==> config.mk <==
export PLATFORM = sky130hd
export DESIGN_NAME = cnt_step_monitor
export DESIGN_NICKNAME = d
export VERILOG_FILES = /design/src/rtl/cnt_step_monitor_pkg.sv /design/src/rtl/cnt_step_monitor_sync_bus.sv /design/src/rtl/cnt_step_monitor.sv
export SDC_FILE = /design/constraint.sdc
export NUM_CORES = 1
export LEC_CHECK = 0
export ABC_AREA = 0
export CORE_AREA = 3 3 51 53
export CTS_CLUSTER_SIZE = 16
export DETAILED_ROUTE_END_ITERATION = 10
export DIE_AREA = 0 0 54 56
export GPL_ROUTABILITY_DRIVEN = 1
export PLACE_DENSITY = 0.73
export SLEW_MARGIN = 20
export SYNTH_ARGS = -nofsm -noshare
export SYNTH_HDL_FRONTEND = slang
export SYNTH_SLANG_ARGS = --single-unit
==> constraint.sdc <==
create_clock -name clk -period 2.3 [get_ports clk]
set_clock_uncertainty 0.15 [all_clocks]
set_input_delay 0.23 -clock clk [delete_from_list [all_inputs] [get_ports clk]]
set_output_delay 0.23 -clock clk [all_outputs]
set_load 0.05 [all_outputs]
==> src/rtl/cnt_step_monitor_pkg.sv <==
// Shared definitions for the divided-clock count step monitor:
// FSM state encodings and the state width.
package cnt_step_monitor_pkg;

    localparam int ST_W = 2;

    typedef enum logic [ST_W-1:0] {
        ST_INIT  = 2'd0,
        ST_TRACK = 2'd1,
        ST_ERR   = 2'd2
    } state_e;

endpackage

==> src/rtl/cnt_step_monitor_sync_bus.sv <==
// Re-timing flop chain for a multi-bit slow-domain bus; the bus is only
// ever sampled while stable, so plain per-bit staging is sufficient.
module sync_bus #(
    parameter int W      = 2,
    parameter int STAGES = 2
) (
    input  logic         clk,
    input  logic         rst_n,
    input  logic [W-1:0] d_i,
    output logic [W-1:0] q_o
);

    logic [W-1:0] pipe_q [STAGES];

    // Shift the bus through STAGES flops
    always_ff @(posedge clk or negedge rst_n) begin
        if (!rst_n) begin
            pipe_q <= '{default: '0};
        end else begin
            pipe_q[0] <= d_i;
            for (int i = 1; i < STAGES; i++) begin
                pipe_q[i] <= pipe_q[i-1];
            end
        end
    end

    assign q_o = pipe_q[STAGES-1];

endmodule

==> src/rtl/cnt_step_monitor.sv <==
// Monitors a slow-domain modulo counter in the fast clk domain: validates
// +1 steps, emits step/wrap pulses, keeps a saturating step total and a sticky error.
module cnt_step_monitor
    import cnt_step_monitor_pkg::*;
#(
    parameter int CNT_W       = 2,
    parameter int EVT_W       = 8,
    parameter int SYNC_STAGES = 2
) (
    input  logic             clk,
    input  logic             rst,
    input  logic             clr,
    input  logic [CNT_W-1:0] pi_cnt,
    output logic             step_pulse,
    output logic             wrap_pulse,
    output logic             err_flag,
    output logic [EVT_W-1:0] step_total,
    output logic [ST_W-1:0]  state
);

    localparam int                FILL_W    = $clog2(SYNC_STAGES + 2);
    localparam logic [FILL_W-1:0] FILL_LAST = FILL_W'(SYNC_STAGES);
    localparam logic [CNT_W-1:0]  CNT_MAX   = '1;
    localparam logic [EVT_W-1:0]  EVT_MAX   = '1;

    logic [CNT_W-1:0]  sync_s;
    logic [CNT_W-1:0]  inc_s;
    logic              is_same_s;
    logic              is_step_s;

    state_e            state_q, state_d;
    logic [FILL_W-1:0] fill_q, fill_d;
    logic [CNT_W-1:0]  prev_q, prev_d;
    logic              step_q, step_d;
    logic              wrap_q, wrap_d;
    logic              err_q, err_d;
    logic [EVT_W-1:0]  total_q, total_d;

    sync_bus #(
        .W      (CNT_W),
        .STAGES (SYNC_STAGES)
    ) u_sync (
        .clk   (clk),
        .rst_n (rst),
        .d_i   (pi_cnt),
        .q_o   (sync_s)
    );

    assign inc_s     = prev_q + CNT_W'(1);
    assign is_same_s = (sync_s == prev_q);
    assign is_step_s = (sync_s == inc_s);

    // Next-state: fill counter, accepted value, FSM, pulses and step total
    always_comb begin
        state_d = state_q;
        fill_d  = fill_q;
        prev_d  = prev_q;
        step_d  = 1'b0;
        wrap_d  = 1'b0;
        err_d   = err_q;
        total_d = total_q;

        // clr wins over any step or error evaluated in the same cycle
        if (clr) begin
            state_d = ST_INIT;
            fill_d  = '0;
            err_d   = 1'b0;
            total_d = '0;
        end else begin
            case (state_q)
                ST_INIT: begin
                    if (fill_q == FILL_LAST) begin
                        prev_d  = sync_s;
                        fill_d  = '0;
                        state_d = ST_TRACK;
                    end else begin
                        fill_d = fill_q + FILL_W'(1);
                    end
                end
                ST_TRACK: begin
                    if (is_step_s) begin
                        step_d = 1'b1;
                        wrap_d = (prev_q == CNT_MAX);
                        prev_d = sync_s;
                        if (total_q != EVT_MAX) begin
                            total_d = total_q + EVT_W'(1);
                        end else begin
                            total_d = total_q;
                        end
                    end else if (!is_same_s) begin
                        err_d   = 1'b1;
                        prev_d  = sync_s;
                        state_d = ST_ERR;
                    end else begin
                        prev_d = prev_q;
                    end
                end
                ST_ERR: begin
                    prev_d = sync_s;
                end
                default: begin
                    state_d = ST_INIT;
                    fill_d  = '0;
                end
            endcase
        end
    end

    // State and output registers
    always_ff @(posedge clk or negedge rst) begin
        if (!rst) begin
            state_q <= ST_INIT;
            fill_q  <= '0;
            prev_q  <= '0;
            step_q  <= 1'b0;
            wrap_q  <= 1'b0;
            err_q   <= 1'b0;
            total_q <= '0;
        end else begin
            state_q <= state_d;
            fill_q  <= fill_d;
            prev_q  <= prev_d;
            step_q  <= step_d;
            wrap_q  <= wrap_d;
            err_q   <= err_d;
            total_q <= total_d;
        end
    end

    assign step_pulse = step_q;
    assign wrap_pulse = wrap_q;
    assign err_flag   = err_q;
    assign step_total = total_q;
    assign state      = state_q;

endmodule

Word-level counts from Yosys, hierarchy flattened --
Cells that the tools add are included.
Operators by class: multiplexer cells 26, bitwise operators 1, reduce and logical (&&, ||, !) cells 10, add/sub/neg operators 3, eq/ne operators 16
Operators with widths (number):
- 2-to-1 mux 8 bit | 4
- 2-to-1 mux 2 bit | 9
- inequality test 3 bit, second input constant | 4
- one-hot mux 2 bit (3 select lines) | 2
- 2-to-1 mux 1 bit | 10
- adder 8 x 1 -> 8 bit, second input constant | 1
- inequality test 2 bit, second input constant | 4
- inequality test 8 bit, second input constant | 1
- AND reduction 4 bit | 2
- == test 2 bit, second input constant | 3
- AND reduction 3 bit | 2
- nonzero test 2 bit | 3
- adder 2 x 1 -> 2 bit, second input constant | 2
- == test 2 bit | 2
- one-hot mux 2 bit (2 select lines) | 1
- nonzero test 3 bit | 1
- == test 2 x 1 -> 1 bit, second input constant | 1
- logical NOT 2 bit | 1
- inequality test 2 x 1 -> 1 bit, second input constant | 1
- OR reduction 2 bit | 1
- inverter 1 bit | 1
Word-level totals: word-level logic and storage cells 65, bits of input ports 5, output and inout bits 13, flip-flop bits (word level) 21

Depth between registers and ports, before layout --
word-level depth 5, depth in mapped cells 5

Modules after synthesis --
From an unflattened synthesis, not the netlist that was laid out.
Unflattened totals: cell total of the unflattened synthesis 105, area total of the unflattened synthesis 1126.1 um2
By module, submodules not included:
- cnt_step_monitor | instances 1, cells each 99, area an instance 1011.0 um2, sequential area each 425.4 um2
- sync_bus | instances 1, cells each 6, area an instance 115.1 um2, sequential area each 100.1 um2

Worst setup path after synthesis --
Ideal clock, no wire load.
path kind register to register, start register prev_q[0], end register total_q[7], in the netlist step_total[7], arrival time 1835 ps, required time 2072 ps, stages on the path, launching flop included 6, path slack 237 ps, clock period less this slack 2063 ps, cells stage by stage dfrtp_1 -> ha_1 -> xnor2_1 -> nand3_4 -> or4_1 -> a21oi_1
Between the ends: longest elaborated chain between the ends 4
Ends and longest elaborated chain:
- start, declared | RTL line cnt_step_monitor.sv:33 | logic [CNT_W-1:0] prev_q, prev_d;
- start signal, assigned | RTL line cnt_step_monitor.sv:122 | prev_q <= prev_d;
- adder 2 x 1 -> 2 bit | RTL line cnt_step_monitor.sv:49 | assign inc_s = prev_q + CNT_W'(1);
- == test 2 bit | RTL line cnt_step_monitor.sv:51 | assign is_step_s = (sync_s == inc_s);
- nonzero test 2 bit (no source line)
- AND reduction 3 bit (no source line)
- end signal, assigned | RTL line cnt_step_monitor.sv:126 | total_q <= total_d;
- end, declared | RTL line cnt_step_monitor.sv:37 | logic [EVT_W-1:0] total_q, total_d;
Every way passes these cells. A chain may end at the register's enable or synchronous reset.

Worst setup path after layout --
Ends and elaborated chain as after synthesis.

==> results.json <==
{
  "max_stage_delay_ns": 0.52,
  "die_h_um": 56,
  "netlist_area_sq_um": 1080,
  "antenna_found_initial": 0,
  "ys_seq_area_share_pct": 48.8,
  "clock_path_buffers": 2,
  "powerDensity_nw_per_um2": 889,
  "path_clk_slew_ns": 0.11,
  "min_period_over_period_pct": 95.0,
  "portBuffers": 17,
  "yosysTopAreaCell": "dfrtp_1",
  "muxShareOfSynthArea_pct": 4.88,
  "numCtsBuffers": 3,
  "synthToLayoutAreaGrowth_pct": 22.6,
  "synth-seq-cells": 21,
  "die-area_sq_um": 3020,
  "syn_nets": 110,
  "synth_xor_xnor_area_share_pct": 4.76,
  "ys_top_cells_by_area": "dfrtp_1 49%, ha_1 8.1%, xnor2_1 3.3%",
  "arrival_ns": 2.28,
  "seq_area_sq_um": 526,
  "wl_um": 1910,
  "slew_violations": 0,
  "required_ns": 2.39,
  "leakage_uw": 0.000543,
  "slew_headroom_pct": 65.7,
  "fillers": 182,
  "async_flop_share_pct": 100,
  "initial_core_util_pct": 49.2,
  "ctsResizeCount": 0,
  "root_buffer": "clkbuf_4",
  "dr.pass1.iters": 4,
  "timing.fmax_ghz": 0.458,
  "grt_start_max_net_pins": 22,
  "rr_worst_depth": 5,
  "tritoncts": "yes",
  "initialDrtViolationCount": 11,
  "grt_pass1_wl_um": 3280,
  "finalSetupViolCount": 0,
  "tightestPinTransition_ns": 0.514,
  "rows": 17,
  "synth_edf_count": 0,
  "gp_congestion": 0.819,
  "maxCapViolations": 0,
  "vdd_drop_max_mv": 0.501,
  "synthFlopType": "dfrtp_1",
  "post_cts_buffers": 0,
  "outcome": "complete, no violations",
  "synth-compound-area-share_pct": 11.6,
  "cp.depth": 5,
  "finalHoldViolCount": 0,
  "h-tree-depth": 1,
  "drive_above_1_share_pct": 10.8,
  "insertion_delay_ns": 0.31,
  "core_sq_um": 2190,
  "synth_adder_area_share_pct": 8.13,
  "wl_per_cell_um": 12.9,
  "yosysWarnings": 0,
  "synth_top_family_by_area": "simple AND/OR/NAND/NOR gates",
  "slowest_stage": "or4_1",
  "hpwlAfterDp_um": 1520,
  "synth_top_area_share_pct": 48.8,
  "path_cells": "ha_1 > xnor2_1 > nand3_4 > or4_1 > a21oi_1",
  "ys_types": 31,
  "avgSynthCellArea_sq_um": 11.0,
  "ant_nets": 0,
  "cp.buffers_inverters": 0,
  "num_vias": 781,
  "fp.dieW_um": 54,
  "n_antenna_cell": 0,
  "first_global_vias": 725,
  "grt_use_total_pct": 15.1,
  "hold_class": "in2async",
  "crit_type": "reg2reg",
  "synth_cells": 98,
  "cts_sinks": 21,
  "yosys-top-cells-count": "21 x dfrtp_1, 7 x ha_1, 7 x nand2_1",
  "grt.overflow.total": 0,
  "synth_most_common_cell": "dfrtp_1",
  "vias_per_cell": 5.28,
  "total_power_uw": 1170,
  "synthSimpleGateAreaFrac_pct": 19.4,
  "fin_setup_tns_ns": 0,
  "postCtsHoldBufs": 0,
  "crit_fanout": 10,
  "crit_path_start_kind": "register",
  "period_minus_slack_ns": 2.18,
  "pre_cts_ws_ns": 0.135,
  "multiInputGateArea_sq_um": 526,
  "rsz0062_at_grt": "false",
  "io_pins": 18,
  "drc": 0,
  "end_kind": "register",
  "fin_nets": 133,
  "crit_family": "simple AND/OR/NAND/NOR gates",
  "worst_slack_ns": 0.116
}
==> kinds of logic (layout without fill, tap and decap cells) <==
family | after synthesis | after routing
adder cells (fa/ha/maj) | 7 | 7
flip-flops | 21 | 21
XOR/XNOR | 5 | 5
AO/OA/AOI/OAI | 18 | 18
AND/OR/NAND/NOR | 35 | 35
multiplexers | 5 | 5
buffers and inverters | 7 | 29
==> sequential cells by signal (all words and copies together), names as in the netlist, 2 cells and up <==
signal	count
state	2
step_total	8
fill_q	2
prev_q	2
u_sync.pipe_q	2
u_sync.q_o	2
==> placed cells by master (no fill, tap or decap), drive strengths merged, types with 4 or more instances in the layout <==
| master | n |
|---|---|
| nand4 | 4 |
| ha | 7 |
| nor2 | 6 |
| nand2 | 7 |
| inv | 6 |
| a21oi | 6 |
| nand3 | 4 |
| clkdlybuf4s50 | 17 |
| dfrtp | 21 |
| xnor2 | 4 |
==> report_power, final <==
part           internal (uW)  total, uW  switching, uW
Sequential               425        492           67.0
Clock                   65.0        175            109
Combinational            227        508            282
==> worst paths after layout <==
path	start	endpoint	slack, ns
min	rst	step_total[4]	0.1
min in group clk	pi_cnt[1]	u_sync.pipe_q[3]	0.20
max reg2reg	prev_q[0]	step_total[7]	0.12
max in group asynchronous	rst	prev_q[0]	1.70
max	prev_q[0]	step_total[7]	0.12
min reg2reg	u_sync.pipe_q[3]	u_sync.q_o[1]	0.21
==> per-layer routing <==
metal / vias to the layer above / track usage [%] / share of wire (%)
met5: - / 0 / 0
met4: 0 / 8.54 / 2.5
met3: 6 / 3.22 / 3.8
met2: 15 / 21.8 / 47
met1: 361 / 20.4 / 47
li1: 399 / - / -
==> area by class of cell <==
cell class / instances / share of cell area, %
Clock buffer: 3 / 1.70
Clock inverter: 1 / 0.379
Inverter: 6 / 1.70
Multi-Input combinational cell: 70 / 39.8
Sequential cell: 21 / 39.8
Tap cell: 28 / 2.65
Timing Repair Buffer: 19 / 14.0
==> per-stage QoR <==
step	hold slack, ns	utilization, %	instances	instance area [sq um]
floorplan	-0.216	-	98	1080
global placement	0.185	59.1	144	1290
detailed placement	0.191	59.1	144	1290
CTS	0.0926	60.3	148	1320
global route	0.102	60.3	148	1320
finish	0.0963	60.3	148	1320
Note: power is estimated with default switching activity, not from simulation.
